$ cat config.mk
export PLATFORM = sky130hd
export DESIGN_NAME = jtpinpon_dwnld
export DESIGN_NICKNAME = d
export VERILOG_FILES = /design/src/rtl/jtpinpon_dwnld_pkg.sv /design/src/rtl/jtpinpon_dwnld_fifo.sv /design/src/rtl/jtpinpon_dwnld.sv
export SDC_FILE = /design/constraint.sdc
export NUM_CORES = 1
export LEC_CHECK = 0
export BUFFER_PORTS_ARGS = -buffer_cell sky130_fd_sc_hd__buf_2
export CAP_MARGIN = 20
export CORE_ASPECT_RATIO = 0.6
export CORE_MARGIN = 2
export CORE_UTILIZATION = 57
export DETAILED_ROUTE_END_ITERATION = 8
export PLACE_DENSITY = 0.78
export SLEW_MARGIN = 20
export SYNTH_ARGS = -nofsm -noshare
export SYNTH_HDL_FRONTEND = slang
export SYNTH_SLANG_ARGS = --single-unit
$ cat constraint.sdc
create_clock -name clk -period 4.1 [get_ports clk]
set_input_delay 0.82 -clock clk [delete_from_list [all_inputs] [get_ports clk]]
set_output_delay 0.82 -clock clk [all_outputs]
set_load 0.01 [all_outputs]
$ cat src/rtl/jtpinpon_dwnld_pkg.sv
// Shared types and constants for the jtpinpon ROM download stage.
package jtpinpon_dwnld_pkg;

  typedef enum logic [1:0] {
    IDLE = 2'd0,
    WR   = 2'd1,
    PROM = 2'd2
  } state_t;

  // One buffered download byte: destination flag, remapped byte address, data.
  typedef struct packed {
    logic        is_prom;
    logic [22:0] addr;
    logic [7:0]  data;
  } entry_t;

  localparam int ENTRY_W = $bits(entry_t);

  // Active-low SDRAM lane masks selected by the byte address LSB.
  localparam logic [1:0] MASK_EVEN = 2'b10;
  localparam logic [1:0] MASK_ODD  = 2'b01;

  // Region tests written as functions so a zero base does not fold into a constant compare.
  function automatic logic in_window(input logic [21:0] x, input logic [21:0] lo,
                                     input logic [21:0] hi);
    return (x >= lo) && (x < hi);
  endfunction

  function automatic logic at_or_above(input logic [24:0] x, input logic [24:0] base);
    return x >= base;
  endfunction

endpackage

$ cat src/rtl/jtpinpon_dwnld_fifo.sv
// Synchronous show-ahead FIFO buffering download bytes against SDRAM back-pressure.
module jtpinpon_dwnld_fifo #(
  parameter int DEPTH = 4,
  parameter int W     = 32
) (
  input  logic         clk,
  input  logic         rstn,
  input  logic         push,
  input  logic         pop,
  input  logic [W-1:0] wr_data,
  output logic [W-1:0] rd_data,
  output logic         full,
  output logic         empty
);

  localparam int AW = $clog2(DEPTH);

  logic [W-1:0] mem [DEPTH];
  logic [AW:0]  wr_ptr;
  logic [AW:0]  rd_ptr;

  // NOTE: sequential state uses non-blocking assignments so every register samples pre-edge values.
  always_ff @(posedge clk or negedge rstn) begin
    if (!rstn) begin
      wr_ptr <= '0;
      rd_ptr <= '0;
    end else begin
      if (push) wr_ptr <= wr_ptr + 1'b1;
      if (pop)  rd_ptr <= rd_ptr + 1'b1;
    end
  end

  // NOTE: storage has no reset; the pointers alone define which entries are valid.
  always_ff @(posedge clk) begin
    if (push) mem[wr_ptr[AW-1:0]] <= wr_data;
  end

  assign rd_data = mem[rd_ptr[AW-1:0]];
  assign empty   = (wr_ptr == rd_ptr);
  assign full    = (wr_ptr[AW] != rd_ptr[AW]) && (wr_ptr[AW-1:0] == rd_ptr[AW-1:0]);

endmodule

$ cat src/rtl/jtpinpon_dwnld.sv
// ROM download stage: remaps char/obj bytes, buffers them and issues SDRAM or PROM writes.
// Define JTPINPON_DWNLD_CHKSUM_EN to add the chksum/chk_valid byte checksum ports.
module jtpinpon_dwnld
  import jtpinpon_dwnld_pkg::*;
#(
  parameter logic [21:0] SCR_START  = 22'h0,
  parameter logic [21:0] OBJ_START  = 22'h0,
  parameter logic [24:0] PROM_START = 25'h0,
  parameter int          DEPTH      = 4
) (
  input  logic        clk,
  input  logic        rstn,
  input  logic        downloading,
  input  logic [24:0] ioctl_addr,
  input  logic [7:0]  ioctl_dout,
  input  logic        ioctl_wr,
  output logic [21:0] prog_addr,
  output logic [7:0]  prog_data,
  output logic [1:0]  prog_mask,
  output logic        prog_we,
  input  logic        prog_rdy,
  output logic        prom_we,
  output logic        dwn_done,
  output logic        overflow
`ifdef JTPINPON_DWNLD_CHKSUM_EN
  ,
  output logic [15:0] chksum,
  output logic        chk_valid
`endif
);

  state_t               state, state_nxt;
  entry_t               push_entry, pop_entry;
  logic [ENTRY_W-1:0]   rd_word;
  logic                 fifo_full, fifo_empty;
  logic                 push, pop;
  logic [21:0]          prom_idx;
  logic                 dl_q, dl_rise, dl_fall, armed, done_set;

  assign prom_idx = ioctl_addr[21:0] - PROM_START[21:0];

  // NOTE: every combinational output gets a default first so no path can infer a latch.
  always_comb begin
    push_entry         = '0;
    push_entry.addr    = ioctl_addr[22:0];
    push_entry.data    = ioctl_dout;
    push_entry.is_prom = at_or_above(ioctl_addr, PROM_START);
    if (push_entry.is_prom) begin
      push_entry.addr = {prom_idx, 1'b0};
    end else if (in_window(ioctl_addr[21:0], SCR_START, OBJ_START)) begin
      push_entry.addr[0]   = ioctl_addr[3];
      push_entry.addr[3:1] = ioctl_addr[2:0] ^ 3'd1;
    end else if (in_window(ioctl_addr[21:0], OBJ_START, PROM_START[21:0])) begin
      push_entry.addr[0]   = ~ioctl_addr[3];
      push_entry.addr[1]   = ~ioctl_addr[4];
      push_entry.addr[5:2] = {ioctl_addr[5], ioctl_addr[2:0]};
    end
  end

  // A pop in the same cycle frees a slot, so a write at full is still taken then.
  assign push = ioctl_wr && (!fifo_full || pop);

  jtpinpon_dwnld_fifo #(
    .DEPTH (DEPTH),
    .W     (ENTRY_W)
  ) u_fifo (
    .clk     (clk),
    .rstn    (rstn),
    .push    (push),
    .pop     (pop),
    .wr_data (push_entry),
    .rd_data (rd_word),
    .full    (fifo_full),
    .empty   (fifo_empty)
  );

  assign pop_entry = entry_t'(rd_word);

  always_ff @(posedge clk or negedge rstn) begin
    if (!rstn) state <= IDLE;
    else       state <= state_nxt;
  end

  always_comb begin
    state_nxt = state;
    pop       = 1'b0;
    case (state)
      IDLE: if (!fifo_empty) begin
        pop       = 1'b1;
        state_nxt = pop_entry.is_prom ? PROM : WR;
      end
      WR:      if (prog_rdy) state_nxt = IDLE;
      PROM:    state_nxt = IDLE;
      default: state_nxt = IDLE;
    endcase
  end

  assign prog_we = (state == WR);
  assign prom_we = (state == PROM);

  always_ff @(posedge clk or negedge rstn) begin
    if (!rstn) begin
      prog_addr <= '0;
      prog_data <= '0;
      prog_mask <= '0;
    end else if (pop) begin
      prog_addr <= pop_entry.addr[22:1];
      prog_data <= pop_entry.data;
      prog_mask <= pop_entry.addr[0] ? MASK_ODD : MASK_EVEN;
    end
  end

  always_ff @(posedge clk or negedge rstn) begin
    if (!rstn)                                 overflow <= 1'b0;
    else if (ioctl_wr && fifo_full && !pop)    overflow <= 1'b1;
  end

  assign dl_rise  = downloading && !dl_q;
  assign dl_fall  = !downloading && dl_q;
  assign done_set = armed && !dl_rise && !dl_fall && fifo_empty && (state == IDLE);

  // End of download is reported only once the buffered bytes have all been written out.
  always_ff @(posedge clk or negedge rstn) begin
    if (!rstn) begin
      dl_q     <= 1'b0;
      armed    <= 1'b0;
      dwn_done <= 1'b0;
    end else begin
      dl_q     <= downloading;
      dwn_done <= done_set;
      if (dl_rise)       armed <= 1'b0;
      else if (dl_fall)  armed <= 1'b1;
      else if (done_set) armed <= 1'b0;
    end
  end

`ifdef JTPINPON_DWNLD_CHKSUM_EN
  always_ff @(posedge clk or negedge rstn) begin
    if (!rstn) begin
      chksum    <= '0;
      chk_valid <= 1'b0;
    end else begin
      if (dl_rise)   chksum <= push ? {8'h00, ioctl_dout} : 16'h0000;
      else if (push) chksum <= chksum + {8'h00, ioctl_dout};
      if (dl_rise)       chk_valid <= 1'b0;
      else if (done_set) chk_valid <= 1'b1;
    end
  end
`endif

endmodule

---- Yosys cells after proc, flatten, opt, wreduce, memory -nomap -nowiden ----
Memory sizes are Yosys's and may differ from the RTL's.
Cells that the tools add are included.
word-level totals
  flip-flop bits (word level) ............. 44
  memory bits (writable) .................. 128
  bits of input ports ..................... 38
  output and inout port bits .............. 36
  logic and storage cells ................. 60
  memories ................................ 1
memory list
  memory      words  width  rd ports  clocked after Yosys merged registers in  write ports  RTL line                   source
  u_fifo.mem  4      32     1         0                                        1            jtpinpon_dwnld_fifo.sv:18  logic [W-1:0] mem [DEPTH];
operators by class
  add/subtract/negate cells ............... 2
  $lt $le $gt $ge ......................... 3
  eq/ne operators ......................... 7
  multiplexer cells ....................... 15
  bitwise logic cells ..................... 1
  reduce and logical (&&, ||, !) cells .... 21
operators with widths
  operator               count
  $ge A25 B1 Y1 const B  1
  $ge A22 B1 Y1 const B  1
  $lt A22 B1 Y1 const B  1
  $mux W17               1
  $logic_and A1 B1 Y1    11
  $mux W2                4
  $mux W1                7
  $add A3 B1 Y3 const B  2
  $logic_not A1 Y1       6
  $mux W6                1
  $mux W4                1
  $pmux W2 S2            1
  $eq A3 B3 Y1           1
  $reduce_bool A3 Y1     1
  $eq A2 B1 Y1 const B   1
  $eq A2 B2 Y1           1
  $eq A2 B2 Y1 const B   1
  $logic_not A2 Y1       1
  $ne A2 B1 Y1 const B   1
  $ne A2 B2 Y1 const B   1
  $reduce_and A2 Y1      1
  $logic_or A1 B1 Y1     1
  $ne A1 B1 Y1           1
  $not A1 Y1             1

---- Logic depth before layout (Yosys ltp) ----
Gate-level depths: netlist (run 1).
  depth after elaboration ................. 10
  depth in mapped cells ................... 5
  depth with buffers taken out ............ 4

---- Hierarchy ----
Synthesis (run 1) repeated with hierarchy kept, for this count alone.
second synthesis, totals
  cells, all modules ...................... 292
  area total of the unflattened synthesis .. 6645.1 um^2
modules (own cells, without submodules)
  module               times used  cells an instance  area an instance (um^2)  seq. area each (um^2)
  jtpinpon_dwnld_fifo  1           198                5013.6                   3993.8
  jtpinpon_dwnld       1           94                 1631.6                   950.9

---- Least setup slack after synthesis (run 1) ----
No wires, ideal clock.
  kind .................................... input -> register
  from .................................... in ioctl_wr
  to ...................................... mem u_fifo.mem[3][0] (enable)
  library setup time ...................... 438 ps
  arrival ................................. 2510 ps
  data required time ...................... 3662 ps
  path slack .............................. 1152 ps
  stages on the path ...................... 2
  buffers on the path ..................... 0
  cells stage by stage .................... nand2_1 -> a41oi_1
between the ends
  longest elaborated chain between the ends .. 3
ends and longest elaborated chain
  item                           RTL line                   source
  from (decl)                    jtpinpon_dwnld.sv:16       input logic ioctl_wr,
  $logic_and A1 B1 Y1            jtpinpon_dwnld.sv:61       assign push = ioctl_wr && (!fifo_full || pop);
  $mux W1                        jtpinpon_dwnld_fifo.sv:35  if (push) mem[wr_ptr[AW-1:0]] <= wr_data;
  $mux W1 (implied by the code)  jtpinpon_dwnld_fifo.sv:35
  to (decl)                      jtpinpon_dwnld_fifo.sv:18
No other way between the ends.

---- Worst setup path after layout (run 1) ----
  from .................................... reg u_fifo.wr_ptr[1]
  to ...................................... mem u_fifo.mem[0][15] (enable)
between the ends
  longest elaborated chain between the ends .. 7
  elaborated cells between the ends (all ways) .. 10
  those cells by class .................... 2 x eq/ne; 4 x mux; 4 x reduce/logical
ends and longest elaborated chain
  item                                            RTL line                                              source
  from (decl)                                     jtpinpon_dwnld_fifo.sv:19                             logic [AW:0] wr_ptr;
  from (signal assigned)                          jtpinpon_dwnld_fifo.sv:28                             if (push) wr_ptr <= wr_ptr + 1'b1;
  $eq A3 B3 Y1 or $eq A2 B2 Y1 (tied branches)    jtpinpon_dwnld_fifo.sv:39, jtpinpon_dwnld_fifo.sv:40
  $mux W1 or $logic_and A1 B1 Y1 (tied branches)  jtpinpon_dwnld.sv:88, jtpinpon_dwnld_fifo.sv:40
  $mux W1 or $logic_not A1 Y1 (tied branches)     jtpinpon_dwnld.sv:87, jtpinpon_dwnld.sv:61
  $logic_or A1 B1 Y1                              jtpinpon_dwnld.sv:61
  $logic_and A1 B1 Y1                             jtpinpon_dwnld.sv:61
  $mux W1                                         jtpinpon_dwnld_fifo.sv:35
  $mux W1 (implied by the code)                   jtpinpon_dwnld_fifo.sv:35
Several ways; a longest one is shown, not always the timed one.

==> impl_metrics.env, run 1 <==
export IMPL_area_growth_pct=17.4
export IMPL_reg2reg_slack_ns=1.68
export IMPL_placed_area_mm2=0.00669
export IMPL_async_flop_share_pct=25.9
export IMPL_numCtsBuffers=17
export IMPL_synth_distinct_cells=27
export IMPL_power_frac_comb_pct=32.1
export IMPL_start_kind="flip-flop"
export IMPL_arrival_ns=2.45
export IMPL_r2r_cells=3
export IMPL_start_util_pct=58.8
export IMPL_ys_ff_latch=162
export IMPL_wire_per_inst_um=19.9
export IMPL_synth_ff_type="edfxtp_1"
export IMPL_grt_pass1_wl_mm=16.2
export IMPL_hold_viol_final=0
export IMPL_die_height_um=84.9
export IMPL_crit_end="u_fifo.mem[0][15]"
export IMPL_p_sw_uw=1740
export IMPL_max_freq_mhz=414
export IMPL_die_area_mm2=0.0118
export IMPL_setup_ws_ns=1.68
export IMPL_grt_usage_pct=18.7
export IMPL_rsz0062_at_grt="no"
export IMPL_dp_hpwl_mm=5.78
export IMPL_postCtsSetupBuffers=0
export IMPL_clk_pin_slew_ns=0.06
export IMPL_port_buffers=67
export IMPL_critical_path_class="flip-flop to flip-flop"
export IMPL_grt_antenna_before_repair=0
export IMPL_crit_start="u_fifo.wr_ptr[1]"
export IMPL_switching_share_pct=28.7
export IMPL_drive_gt1_share_pct=47.5
export IMPL_postCtsResizedCells=0
export IMPL_ctsHtreeMaxLevel=4
export IMPL_intPower_uw=4320
export IMPL_gp_congestion=0.723
export IMPL_root_buffer="clkbuf_16"
export IMPL_setup_viol=0
export IMPL_relSlewSlack_pct=42.0
export IMPL_final_util_pct=69.0
export IMPL_gr_total_overflow=0
export IMPL_yosysSeqAreaShare_pct=74.8
export IMPL_ctsHoldBuffers=0
export IMPL_synth_most_common_cell="edfxtp_1"
export IMPL_crit_required_ns=4.13
export IMPL_fin_area_mm2=0.00731
export IMPL_cp_end_kind="flip-flop"
export IMPL_diodes=0
export IMPL_p_clk_share_pct=26.9
export IMPL_clock_path_buffers=2
export IMPL_first_global_vias=2959
export IMPL_avgSynthCellArea_um2=22.6
export IMPL_yosys_warnings=0
export IMPL_clock_skew_ns=0.0121
export IMPL_io_pins=74
export IMPL_cts_tree="built"
export IMPL_die_x_um=139
export IMPL_postRouteAntennaNets=0
export IMPL_critical_path_peak_fanout=30
export IMPL_synth_common_cells="edfxtp_1 (120), dfrtp_1 (42), mux4_2 (30)"
export IMPL_p_seq_share_pct=40.9
export IMPL_syn_inst=276
export IMPL_ir_drop_v=0.000497
export IMPL_status="finished clean"
export IMPL_power_static_leakage_uw=0.00276
export IMPL_preCtsSetupSlack_ns=1.48
export IMPL_vias=2775
export IMPL_drtPass1Iterations=4
export IMPL_grt_max_degree=43
export IMPL_tightest_slew_ns=0.869
export IMPL_r2r_end="u_fifo.mem[0][15]"
export IMPL_hold_slack_ns=0.406
export IMPL_cap_violations=0
export IMPL_fin_nets=398
export IMPL_fin_crit_sh_pct=59.0
export IMPL_yosys_area_top_type_share_pct=57.9
export IMPL_drcViolationCount=0
export IMPL_reg2reg_from="u_fifo.wr_ptr[1]"
export IMPL_period_needed_ns=2.42
export IMPL_worstSkewPairLatency_ns=0.42
export IMPL_syn_area_mm2=0.00622
export IMPL_synthTopCellsByArea="edfxtp_1 (58%), dfrtp_1 (17%), mux4_2 (11%), mux2_4 (6.5%), ha_1 (1.4%)"
export IMPL_synth_area_leader_cell="edfxtp_1"
export IMPL_synth_edff_count=120
export IMPL_drt_iter0_drc=197
export IMPL_min_path_type="primary input to asynchronous set/reset pin"
export IMPL_setup_tns_ns=0
export IMPL_core_mm2=0.0106
export IMPL_totalWireLength_mm=10.1
export IMPL_clock_sinks=162
export IMPL_p_per_area_mw_per_mm2=829
export IMPL_final_max_slew_viol_count=0
export IMPL_routed_via_density=5.50
export IMPL_rows=29
## layout by cell type, fill, tap and decap left out
cell type	synthesis	layout
buf_2	2	66
inv_1	6	6
mux4_2	30	30
bufinv_16	0	4
and2_2	0	3
edfxtp_1	120	120
o41a_1	1	1
clkbuf_1	4	1
a311oi_1	1	1
xnor2_2	2	2
clkinv_2	0	3
clkinvlp_4	0	3
mux2_2	6	6
nand2_1	1	1
conb_1	1	2
or2_2	1	1
inv_6	0	1
mux2_4	27	27
ha_1	7	7
clkinv_1	0	1
clkinv_4	0	2
xor2_1	4	4
nand4_1	1	1
dfrtp_1	42	40
a41oi_1	2	1
xnor2_1	2	2
nor4_1	1	1
o21bai_1	1	1
clkbuf_16	0	17
a31oi_4	1	1
a41oi_4	0	1
nand3_1	1	1
buf_4	3	5
dfrtp_2	0	2
nand2b_1	1	1
## worst min path at each step
stage / slack [ns] / start / cells past startpoint / to
finish: 0.41 / rstn / 1 / prog_addr[12]
detailed placement: 0.45 / prog_mask[1] / 1 / prog_mask[1]
CTS: 0.47 / prog_mask[1] / 1 / prog_mask[1]
global route: 0.46 / rstn / 1 / prog_addr[13]
global placement: 0.45 / prog_mask[1] / 1 / prog_mask[1]
floorplan: 0.50 / armed / 2 / dwn_done
## area by class of cell
type	instances	area (µm²)
Clock buffer	18	429
Timing Repair Buffer	71	368
Multi-Input combinational cell	95	1470
Clock inverter	14	188
Fill cell	680	3290
Inverter	6	22.5
Sequential cell	162	4660
Tap cell	139	174
## power by group through the flow
| stage | combinational (µW) | sequential, µW | clock, µW |
|---|---|---|---|
| 3_3_place_gp | 1920 | 2480 | 0 |
| 3_5_place_dp | 1970 | 2510 | 0 |
| 5_1_grt | 2100 | 2520 | 1740 |
| 6_report | 1950 | 2480 | 1630 |
| 4_1_cts | 1980 | 2480 | 1660 |
| 2_1_floorplan | 1480 | 2520 | 0 |
## registers in the layout, indices dropped and copies added (netlist names)
name and flops:
overflow 1, prog_mask 1, u_fifo.wr_ptr 3, dwn_done 1, u_fifo.rd_ptr 3, dl_q 1, state 1, prog_addr 22
prog_data 8, armed 1, u_fifo.mem 120
## per-layer routing
| metal | up-vias | track usage, % | share of wire, % |
|---|---|---|---|
| met1 | 1448 | 24.6 | 44 |
| met4 | 0 | 4.68 | 0.73 |
| met2 | 65 | 30.7 | 50 |
| met3 | 9 | 6.72 | 5.3 |
| li1 | 1253 | - | - |
| met5 | - | 0 | 0 |
## kinds of logic after synthesis
| kind of cell | synth area share, % |
|---|---|
| flops | 74.8 |
| mux | 18.5 |
| buf+inv | 2.03 |
| simple gates | 0.844 |
| xor+xnor | 1.37 |
| fa+ha+maj | 1.41 |
| compound gates | 1.07 |
| other cells | 0.0602 |
## through the flow
| step | std cells | total power [µW] |
|---|---|---|
| global route | 505 | 6360 |
| finish | 505 | 6060 |
| CTS | 505 | 6130 |
| global placement | 473 | 4410 |
| detailed placement | 473 | 4480 |
| floorplan | 277 | 4000 |
## critical path: stages, from the launching register on
cell     delay [ns]
dfrtp_1        0.46
xnor2_2        0.24
a41oi_1        0.51
and2_2         0.82
Power figures use the tool's default switching activity.
==> inputs of run 2 (changes only) <==
- clock period: 4.1 -> 2.5 ns (I/O delays scaled with it)
==> run 2 against run 1 <==
  * Register-to-register slack worse by 1.3 ns
  * Critical path depth is 1 higher
  * Clock-buffer cell count up 6
  * Hold slack worse by 0.18 ns
  * Design area is 1.6% higher
  * Maximum frequency increased by 15%
  * Die area unchanged
  * Highest routed layer is now met5
==> impl_metrics.env, run 2 (same netlist as run 1, synthesis figures left out) <==
export IMPL_cap_violations=0
export IMPL_postCtsResizedCells=0
export IMPL_wire_per_inst_um=20.8
export IMPL_critical_path_class="flip-flop to flip-flop"
export IMPL_area_growth_pct=19.3
export IMPL_crit_family="compound AO/OA/AOI/OAI gates"
export IMPL_totalWireLength_mm=10.7
export IMPL_relSlewSlack_pct=57.3
export IMPL_critPathMaxStageDelay_ns=0.52
export IMPL_die_area_mm2=0.0118
export IMPL_cp_buffers_inverters=1
export IMPL_grt_antenna_before_repair=1
export IMPL_die_x_um=139
export IMPL_arrival_ns=2.20
export IMPL_drcViolationCount=0
export IMPL_routed_via_density=5.52
export IMPL_gr_total_overflow=0
export IMPL_setup_tns_ns=0
export IMPL_largest_register_ff_count=120
export IMPL_drive_gt1_share_pct=48.1
export IMPL_cp_end_kind="flip-flop"
export IMPL_finalPower_uw=10200
export IMPL_grt_pass1_wl_mm=17.0
export IMPL_max_freq_mhz=474
export IMPL_core_mm2=0.0106
export IMPL_cp_depth=4
export IMPL_tightest_slew_ns=0.640
export IMPL_grt_usage_pct=19.9
export IMPL_switching_share_pct=28.4
export IMPL_start_util_pct=58.8
export IMPL_clk_pin_slew_ns=0.06
export IMPL_setup_viol=0
export IMPL_ctsHtreeMaxLevel=4
export IMPL_die_height_um=84.9
export IMPL_status="finished clean"
export IMPL_path_cells="xnor2_2 > a41oi_1 > and2_2 > buf_4"
export IMPL_port_buffers=67
export IMPL_clock_skew_ns=0.00789
export IMPL_start_kind="flip-flop"
export IMPL_fin_nets=408
export IMPL_dp_hpwl_mm=6.46
export IMPL_min_path_type="primary input to flip-flop"
export IMPL_r2r_cells=4
export IMPL_gp_congestion=0.717
export IMPL_vias=2845
export IMPL_diodes=0
export IMPL_clock_sinks=162
export IMPL_root_buffer="clkbuf_16"
export IMPL_p_seq_share_pct=40.0
export IMPL_p_sw_uw=2880
export IMPL_fin_crit_sh_pct=84.4
export IMPL_numCtsBuffers=17
export IMPL_holdPathStages=1
export IMPL_first_global_vias=3111
export IMPL_hold_viol_final=0
export IMPL_p_per_area_mw_per_mm2=1370
export IMPL_grt_max_degree=33
export IMPL_worstSkewPairLatency_ns=0.41
export IMPL_ctsHoldBuffers=1
export IMPL_power_frac_comb_pct=33.0
export IMPL_final_max_slew_viol_count=0
export IMPL_p_clk_share_pct=27.0
export IMPL_final_cell_mix="edfxtp_1 (120), buf_2 (67), dfrtp_1 (40)"
export IMPL_nFillCells=651
export IMPL_rsz0062_at_grt="no"
export IMPL_postCtsSetupBuffers=0
export IMPL_intPower_uw=7270
export IMPL_postRouteAntennaNets=0
export IMPL_crit_slowest_cell="a41oi_1"
export IMPL_io_pins=74
export IMPL_critical_path_peak_fanout=18
export IMPL_period_needed_ns=2.11
export IMPL_rows=29
export IMPL_ir_drop_v=0.000754
export IMPL_clock_path_buffers=2
export IMPL_drt_iter0_drc=126
export IMPL_final_common_cell="edfxtp_1"
export IMPL_drtPass1Iterations=5
export IMPL_cts_tree="built"
export IMPL_crit_required_ns=2.59
export IMPL_power_static_leakage_uw=0.00283
## run 2: changes by cell type in the layout (fill, tap and decap cells not counted), sizes merged
cell,delta
dlygate4sd3,+1
buf,+9
clkbuf,+6
clkinvlp,-3
clkinv,-3
## run 2: through the flow
step	worst slack, ns	instance area [µm²]	utilization (%)	std cells	hold slack, ns
after floorplan	0.222	6240	-	277	0.204
after global placement	0.482	6780	64.0	482	0.409
after detailed placement	0.423	6780	64.0	482	0.428
after CTS	0.391	7420	70.1	515	0.208
after global routing	0.273	7420	70.1	515	0.210
final	0.391	7420	70.1	515	0.224
## run 2: metal layers
metal	wire length, µm	vias to the layer above	part of all wire [%]	GRT usage, %
li1	-	1271	-	-
met1	4970	1466	46	27.3
met2	4980	89	46	30.3
met3	618	17	5.8	5.98
met4	144	2	1.3	9.00
met5	11	-	0.10	0
## run 2: area by class of cell
type	count	area [µm²]	share of cell area, %
flip-flops and latches	162	4660	62.7
well taps	139	174	2.34
clock inverters	8	151	2.04
multi-input cells	95	1470	19.8
inverters	6	22.5	0.303
clock buffers	24	482	6.49
repair buffers	81	468	6.30
## run 2: worst paths after layout
| kind | from | end | slack, ns |
|---|---|---|---|
| worst max register to register | u_fifo.wr_ptr[1] | u_fifo.mem[1][26] | 0.39 |
| max in group asynchronous | rstn | prog_addr[15] | 1.41 |
| worst max-delay path | u_fifo.wr_ptr[1] | u_fifo.mem[1][26] | 0.39 |
| min in group asynchronous | rstn | prog_addr[12] | 0.53 |
| worst min register to register | prog_mask[1] | prog_mask[1] | 0.47 |
| worst min-delay path | downloading | dl_q | 0.22 |
## run 2: power groups by stage
stage          clock network [µW]  logic, µW  registers [µW]
2_1_floorplan                   0       2430            4130
3_3_place_gp                    0       3300            4060
3_5_place_dp                    0       3380            4100
4_1_cts                      2790       3420            4070
5_1_grt                      2890       3610            4140
6_report                     2740       3350            4070
